$ cat config.mk
export PLATFORM = sky130hd
export DESIGN_NAME = expr_gen
export DESIGN_NICKNAME = d
export VERILOG_FILES = /design/src/rtl/expr_gen.sv
export SDC_FILE = /design/constraint.sdc
export NUM_CORES = 1
export LEC_CHECK = 0
export BUFFER_PORTS_ARGS = -buffer_cell sky130_fd_sc_hd__clkbuf_2
export CAP_MARGIN = 5
export CORE_MARGIN = 5
export CORE_UTILIZATION = 40
export DETAILED_ROUTE_END_ITERATION = 6
export PLACE_DENSITY = 0.66
export SLEW_MARGIN = 10
export SYNTH_ARGS = -nofsm -noshare
export SYNTH_HDL_FRONTEND = slang
export SYNTH_SLANG_ARGS = --single-unit
$ cat constraint.sdc
create_clock -name clk -period 1.86 [get_ports clk]
set_clock_uncertainty 0.15 [all_clocks]
set_input_delay 0 -clock clk [delete_from_list [all_inputs] [get_ports clk]]
set_output_delay 0 -clock clk [all_outputs]
set_load 0.03 [all_outputs]
$ cat src/rtl/expr_gen.sv
// expr_gen: streams a random arithmetic expression, one ASCII character per transfer.
// Grammar: expr = term {op term}; term = digit | "(" digit {op digit} ")".
// Every decision for a character comes from a 16-bit Galois LFSR. The LFSR steps
// once per accepted character.
// Build option: define EXPR_GEN_PAREN_EN to enable parenthesised terms. When it is
// undefined, only flat digit/op strings are produced.
module expr_gen (
  input  logic        clk,
  input  logic        clr,
  input  logic        start,
  input  logic [3:0]  num_terms,
  input  logic [15:0] seed,
  output logic [7:0]  out_char,
  output logic        out_valid,
  input  logic        out_ready,
  output logic        out_last,
  output logic        busy,
  output logic        done
);

  localparam logic [15:0] SeedDefault = 16'hACE1;
  localparam logic [15:0] LfsrMask    = 16'hB400;
  localparam logic [7:0]  CharLp      = 8'h28;
  localparam logic [7:0]  CharRp      = 8'h29;

  // The state names the kind of character currently presented on out_char.
  typedef enum logic [2:0] {StIdle, StDig, StOp, StLp, StIdig, StIop, StRp} state_e;

  state_e      state_q, state_d;
  logic [7:0]  char_q, char_d;
  logic        last_q, last_d;
  logic [15:0] lfsr_q, lfsr_d;
  logic [3:0]  terms_q, terms_d;
  logic [2:0]  grp_q, grp_d;
  logic        done_q, done_d;

  logic        xfer;
  logic [15:0] lfsr_next, lsel, seed_eff;
  logic [3:0]  nt_eff, terms_cur;
  logic        paren;
  state_e      term_state;
  logic [7:0]  term_char;
  logic        term_last;
  logic [2:0]  term_grp;

  function automatic logic [15:0] lfsr_step(input logic [15:0] l);
    return (l >> 1) ^ ({16{l[0]}} & LfsrMask);
  endfunction

  function automatic logic [7:0] digit_char(input logic [15:0] l);
    logic [3:0] r;
    r = (l[3:0] >= 4'd10) ? (l[3:0] - 4'd10) : l[3:0];
    return 8'h30 + {4'h0, r};
  endfunction

  function automatic logic [7:0] op_char(input logic [15:0] l);
    return l[4] ? 8'h2A : 8'h2B;
  endfunction

  function automatic logic paren_pick(input logic [15:0] l);
`ifdef EXPR_GEN_PAREN_EN
    return l[6] & l[5];
`else
    return 1'b0 & l[6];
`endif
  endfunction

  function automatic logic [2:0] grp_count(input logic [15:0] l);
    return {1'b0, l[8:7]} + 3'd1;
  endfunction

  // Decision inputs: the LFSR value the next loaded character will be built from.
  always_comb begin
    seed_eff   = (seed == 16'h0000) ? SeedDefault : seed;
    nt_eff     = (num_terms == 4'd0) ? 4'd1 : num_terms;
    lfsr_next  = lfsr_step(lfsr_q);
    xfer       = (state_q != StIdle) & out_ready;
    lsel       = (state_q == StIdle) ? seed_eff : lfsr_next;
    terms_cur  = (state_q == StIdle) ? nt_eff : terms_q;
    paren      = paren_pick(lsel);
    term_state = paren ? StLp : StDig;
    term_char  = paren ? CharLp : digit_char(lsel);
    term_last  = ~paren & (terms_cur == 4'd1);
    term_grp   = paren ? grp_count(lsel) : grp_q;
  end

  // State and datapath registers, asynchronously cleared.
  always_ff @(posedge clk or posedge clr) begin
    if (clr) begin
      state_q <= StIdle;
      char_q  <= 8'h00;
      last_q  <= 1'b0;
      lfsr_q  <= SeedDefault;
      terms_q <= 4'd0;
      grp_q   <= 3'd0;
      done_q  <= 1'b0;
    end else begin
      state_q <= state_d;
      char_q  <= char_d;
      last_q  <= last_d;
      lfsr_q  <= lfsr_d;
      terms_q <= terms_d;
      grp_q   <= grp_d;
      done_q  <= done_d;
    end
  end

  // Next state: load the following character on start or on a transfer, else hold.
  always_comb begin
    state_d = state_q;
    char_d  = char_q;
    last_d  = last_q;
    lfsr_d  = lfsr_q;
    terms_d = terms_q;
    grp_d   = grp_q;
    done_d  = 1'b0;
    unique case (state_q)
      StIdle: begin
        if (start) begin
          lfsr_d  = seed_eff;
          terms_d = nt_eff;
          state_d = term_state;
          char_d  = term_char;
          last_d  = term_last;
          grp_d   = term_grp;
        end
      end
      StDig, StRp: begin
        if (xfer) begin
          lfsr_d  = lfsr_next;
          terms_d = terms_q - 4'd1;
          if (last_q) begin
            state_d = StIdle;
            char_d  = 8'h00;
            last_d  = 1'b0;
            done_d  = 1'b1;
          end else begin
            state_d = StOp;
            char_d  = op_char(lsel);
            last_d  = 1'b0;
          end
        end
      end
      StOp: begin
        if (xfer) begin
          lfsr_d  = lfsr_next;
          state_d = term_state;
          char_d  = term_char;
          last_d  = term_last;
          grp_d   = term_grp;
        end
      end
      StLp, StIop: begin
        // grp_q counts group digits not yet loaded.
        if (xfer) begin
          lfsr_d  = lfsr_next;
          state_d = StIdig;
          char_d  = digit_char(lsel);
          grp_d   = grp_q - 3'd1;
        end
      end
      StIdig: begin
        if (xfer) begin
          lfsr_d = lfsr_next;
          if (grp_q != 3'd0) begin
            state_d = StIop;
            char_d  = op_char(lsel);
          end else begin
            state_d = StRp;
            char_d  = CharRp;
            last_d  = (terms_q == 4'd1);
          end
        end
      end
      default: state_d = StIdle;
    endcase
  end

  // Outputs straight from registers; a character is presented in every non-idle state.
  always_comb begin
    out_valid = (state_q != StIdle);
    busy      = (state_q != StIdle);
    out_char  = char_q;
    out_last  = last_q;
    done      = done_q;
  end

endmodule
# ---- Yosys cells after proc, flatten, opt, wreduce, memory -nomap -nowiden
# Cells that the tools add are included.
dict set report totals {
  regBits 36
  inputBits 24
  out_inout_bits 12
  elab_cells 85
}
dict set report classes {
  add_sub_neg 4
  n_lt_le_gt_ge 1
  n_eq_ne 16
  mux 36
  n_bitwise 2
  n_reduce_logical 19
}
# cell count
set op_table {}
lappend op_table {{16-bit two-way mux} 3}
lappend op_table {{8-bit two-way mux} 4}
lappend op_table {{16-bit case mux with 2 select lines} 1}
lappend op_table {{8-bit case mux with 4 select lines} 1}
lappend op_table {{4-bit two-way mux} 5}
lappend op_table {{16-bit logical NOT} 1}
lappend op_table {{15-bit by 16-bit bitwise XOR with 16-bit output} 1}
lappend op_table {{3-bit two-way mux} 5}
lappend op_table {{3-bit case mux with 5 select lines} 1}
lappend op_table {{2-bit != test (second input constant)} 6}
lappend op_table {{5-bit AND reduction} 2}
lappend op_table {{3-bit == test (second input constant)} 3}
lappend op_table {{1-bit two-way mux} 9}
lappend op_table {{4-bit by 1-bit == test with 1-bit output (second input constant)} 2}
lappend op_table {{4-bit case mux with 2 select lines} 1}
lappend op_table {{4-bit nonzero test} 2}
lappend op_table {{6-bit by 4-bit adder with 7-bit output (first input constant)} 1}
lappend op_table {{3-bit by 2-bit == test with 1-bit output (second input constant)} 2}
lappend op_table {{2-bit two-way mux} 3}
lappend op_table {{6-bit two-way mux} 1}
lappend op_table {{3-bit AND reduction} 2}
lappend op_table {{6-bit AND reduction} 1}
lappend op_table {{3-bit nonzero test} 2}
lappend op_table {{6-bit OR reduction} 1}
lappend op_table {{15 further kinds} 18}

# ---- Depth between registers and ports, before layout
dict set report depth {
  word_depth 8
  mapped_depth 7
  ltp_nobuf 6
}

# ---- Worst setup path after synthesis
# No wires, ideal clock.
dict set report synth_path {
  path_kind {register to register}
  start {register state_q[1]}
  end {register lfsr_q[14]}
  setup_time_ns 0.127
  arrival_ns 1.449
  required_ns 1.583
  slack_ns 0.134
  stages_incl_launch_ff 8
  n_path_buf 2
  synth_period_minus_slack_ns 1.726
  cell_sequence {dfrtp_1 -> buf_6 -> nor3_1 -> inv_2 -> nand2_4 -> buf_6 -> mux2i_1 -> o21ai_0}
}
dict set report synth_via {
  elab_chain_cells 4
  elab_cells_between_ends 15
  classes_between {eq/ne: 8; mux: 1; bitwise: 1; reduce/logical: 5}
}
# element line_no
set synth_rtl {}
lappend synth_rtl {{start: declaration} 29} ;# state_e state_q, state_d;
lappend synth_rtl {{start signal: assignment} 90} ;# state_q <= StIdle;
lappend synth_rtl {{start signal: assignment} 98} ;# state_q <= state_d;
lappend synth_rtl {{3-bit nonzero test} n/a}
lappend synth_rtl {{net busy} 17} ;# output logic busy,
lappend synth_rtl {{1-bit AND} 77} ;# xfer = (state_q != StIdle) & out_ready;
lappend synth_rtl {{2-bit by 1-bit != test with 1-bit output (no line)} n/a}
lappend synth_rtl {{3-bit AND reduction (no line)} n/a}
lappend synth_rtl {{end signal: assignment} 93} ;# lfsr_q <= SeedDefault;
lappend synth_rtl {{end signal: assignment} 101} ;# lfsr_q <= lfsr_d;
lappend synth_rtl {{end: declaration} 32} ;# logic [15:0] lfsr_q, lfsr_d;
# The timed path passes the listed nets, and every way through them passes these cells.
# A chain may end at the register's enable or synchronous reset.

# ---- Worst setup path after layout
dict set report layout_path {
  start {register state_q[2]}
  end {register lfsr_q[10]}
}
dict set report layout_via {
  elab_chain_cells 4
  elab_cells_between_ends 15
  classes_between {eq/ne: 8; mux: 1; bitwise: 1; reduce/logical: 5}
}
# element line_no
set layout_rtl {}
lappend layout_rtl {{3-bit == test (tied with other cells)} 117} ;# unique case (state_q)
lappend layout_rtl {{6-bit OR reduction (no line) / 1-bit AND (equally long branches)} n/a}
lappend layout_rtl {{2-bit by 1-bit != test with 1-bit output (no line) / 2-bit nonzero test (equally long branches)} n/a}
lappend layout_rtl {{3-bit AND reduction (no line)} n/a}
# Several ways; a longest one is shown, not always the timed one.

==> metrics.md <==
| Metric | Value |
|---|---|
| Clock Tree Buf Depth | `2` |
| DRC | `0` |
| Leading post-synthesis cells by cell area | `dfrtp_1, dfstp_2, nand2_1` |
| Library cells used by synthesis | `54` |
| CP endpoint kind | `register` |
| Seq/Total Area, Yosys | `0.390` |
| Pwr dens | `1760 nW/um2` |
| P_int | `2820 uW` |
| Top cell type's share of synthesized area | `0.294` |
| Dpl cells | `358` |
| Via density | `5.30` |
| GRT busiest layer | `met2` |
| Mapped Area | `2210 um2` |
| Seq cells post-synth | `34` |
| Multi-input gate area | `1200 um2` |
| Antenna diodes | `0` |
| Clock Pin Slew Worst Setup and Hold Paths | `0.07 ns` |
| Latest clock arrival within the worst-skew pair | `0.29 ns` |
| # setup viols final | `0` |
| IO buf count | `33` |
| Sequential Power Share | `0.288` |
| CP required | `1.91 ns` |
| Main synth FF type | `dfrtp_1` |
| Critical Path Start Type | `register` |
| M3 GR Usage | `0.0343` |
| Slew Limit Fails | `0` |
| Fmax | `562 MHz` |
| Syn Inst Count | `253` |
| Clock root cell | `clkbuf_8` |
| CTS tree | `yes` |
| CP max FO | `14` |
| Finished Layout Cells | `389` |
| Share of flip-flops with an asynchronous set or reset | `1.00` |
| VDD IR max | `654 uV` |
| Die width | `84.3 um` |
| Number of DRC markers in iteration 0 | `202` |
| Min cycle time layout | `1.78 ns` |
| Status | `finished, final reports clean` |
| Share of cells above drive strength 1 | `0.271` |
| Die height | `84.3 um` |
| Hold crit path type | `input port to register` |
| Syn avg cell area | `8.73 um2` |
| Fin crit share | `0.956` |
| LEAKAGE | `0.00127 uW` |
| TritonRoute pass-1 iters | `4` |
| Post-synth EDFFs | `0` |
| Comb pwr share | `0.600` |
| Initial antenna violation count | `0` |
| WP data arrival | `1.83 ns` |
| GR Util met1 | `0.212` |
| GP Congestion | `0.835` |
| P_sw | `2230 uW` |
| Largest area contributor in the netlist | `dfrtp_1` |
| Average wire per standard cell | `14.3 um` |
| First-pass GRT wire length | `9240 um` |
| Total GRT Usage | `0.159` |
| Initial core utilization | `0.406` |
| Core area | `5440 um2` |
| Total of max-cap violations | `0` |
| Final #Nets | `344` |
| Minimum hold slack | `0.0594 ns` |
| CTS buffer count | `5` |
| Gr ovfl total | `0` |
| Final Hold Viols | `0` |
| IO Count | `36` |
| Reg-to-reg slack, setup | `0.08 ns` |
| Worst setup path class | `register to register` |
| Largest net degree at the start of global routing | `35` |
| Row count | `27` |
| Vias | `2060` |
| Fill cells | `495` |
| Total wire length | `5560 um` |
| CTS Sinks | `34` |
| RSZ-0062 raised after global routing | `yes` |
| Clock share of power | `0.112` |
| H-tree depth | `2` |
| Die area | `7110 um2` |
| GR Util met2 | `0.252` |
| Vias in the first global route | `2010` |
| Sequential Area | `862 um2` |
| Syn. warnings | `0` |
| Setup TNS | `0 ns` |
| Final ANT Viol Nets | `0` |
| Post-DP HPWL | `3840 um` |
| Layout area overhead | `30.0%` |
| Switch share | `0.442` |
==> power by group through the flow <==
stage | sequential [uW] | combinational, uW | clock (uW)
6_report | 1450 | 3020 | 567
5_1_grt | 1500 | 3340 | 610
4_1_cts | 1450 | 2880 | 587
3_5_place_dp | 1460 | 2830 | 0
3_3_place_gp | 1440 | 2790 | 0
2_1_floorplan | 1480 | 2040 | 0
==> flip-flops by register name (all words and copies together), names as in the netlist <==
register / cells
out_last: 1
done: 1
grp_q: 3
terms_q: 4
state_q: 3
lfsr_q: 16
out_char: 6
==> cell usage after synthesis, types with 2 or more instances <==
cell type,instances
a21oi_1,7
a221oi_1,4
a311oi_1,2
a31oi_1,3
and3_1,2
buf_2,11
buf_4,5
buf_6,2
clkbuf_1,2
dfrtp_1,26
dfstp_2,8
ha_1,4
inv_1,13
mux2_2,3
mux2i_1,10
nand2_1,29
nand2b_1,6
nand3_1,4
nand3b_1,2
nor2_1,16
nor2b_1,2
nor3_1,18
nor3b_1,2
nor4_1,5
o211ai_1,2
o21ai_0,19
o31ai_1,13
or4_1,2
xnor2_1,5
xor2_1,2
==> cell families after synthesis <==
logic type	Yosys count	share of synthesized area
compound gates	59	0.181
mux	13	0.0606
simple gates	100	0.236
xor+xnor	7	0.0277
flops	34	0.390
buf+inv	35	0.0810
fa+ha+maj	4	0.0227
other cells	1	0.00170
==> area by class of cell <==
| class | count | area share |
|---|---|---|
| clock buffer | 7 | 0.0301 |
| inverter | 14 | 0.0183 |
| sequential | 34 | 0.300 |
| multi-input combinational | 185 | 0.418 |
| tap | 72 | 0.0314 |
| timing repair buffer | 76 | 0.200 |
| clock inverter | 1 | 0.00174 |
==> cell usage in the layout, fill, tap and decap left out, drive strengths merged, types with 3 or more instances in the layout <==
cell	instances
dlygate4sd3	22
nor3b	3
a31oi	3
a221oi	4
nand3	4
o21ai	19
nor3	18
nor2	16
clkbuf	40
nand2b	6
o31ai	13
dfstp	8
buf	21
mux2i	10
inv	14
dfrtp	26
a21oi	7
nor4	5
nand2	30
mux2	3
xnor2	5
ha	4
==> metal layers <==
metal / wire length, um / up-vias
met5: 0 / -
met4: 66 / 0
met3: 244 / 7
met2: 2650 / 54
met1: 2590 / 973
li1: - / 1026
==> path summary, 6_finish.rpt <==
path                       startpoint          to  cells past startpoint
max in group asynchronous         clr   lfsr_q[6]                      4
min                             start  terms_q[0]                      4
max                        state_q[2]  lfsr_q[10]                      6
max reg2reg                state_q[2]  lfsr_q[10]                      6
min in group asynchronous         clr  lfsr_q[12]                      4
min reg2reg                lfsr_q[15]  lfsr_q[15]                      2
==> worst max-delay path, stage by stage, from the launching register on <==
cell	delay, ns
dfrtp_2	0.44
buf_12	0.16
and2_1	0.20
a21oi_1	0.15
buf_4	0.22
nor3_1	0.09
o31ai_1	0.28
==> through the flow <==
| step | area (um2) | util | setup WS [ns] | power, uW |
|---|---|---|---|---|
| detailed placement | 2520 | 0.463 | 0.0378 | 4290 |
| CTS | 2830 | 0.520 | 0.0140 | 4920 |
| finish | 2870 | 0.528 | 0.0815 | 5040 |
| floorplan | 2210 | - | 0.134 | 3520 |
| global placement | 2520 | 0.463 | 0.0983 | 4240 |
| global route | 2870 | 0.528 | -0.00353 | 5460 |
==> repair_timing <==
| action | in CTS | in global routing |
|---|---|---|
| buffers inserted | 0 | 1 |
| resized for setup | 0 | 10 |
| hold buffers | 22 | 0 |
| setup endpoints to repair | 0 | 20 |
| hold endpoints to repair | 56 | 0 |
Note: power is estimated with default switching activity, not from simulation.
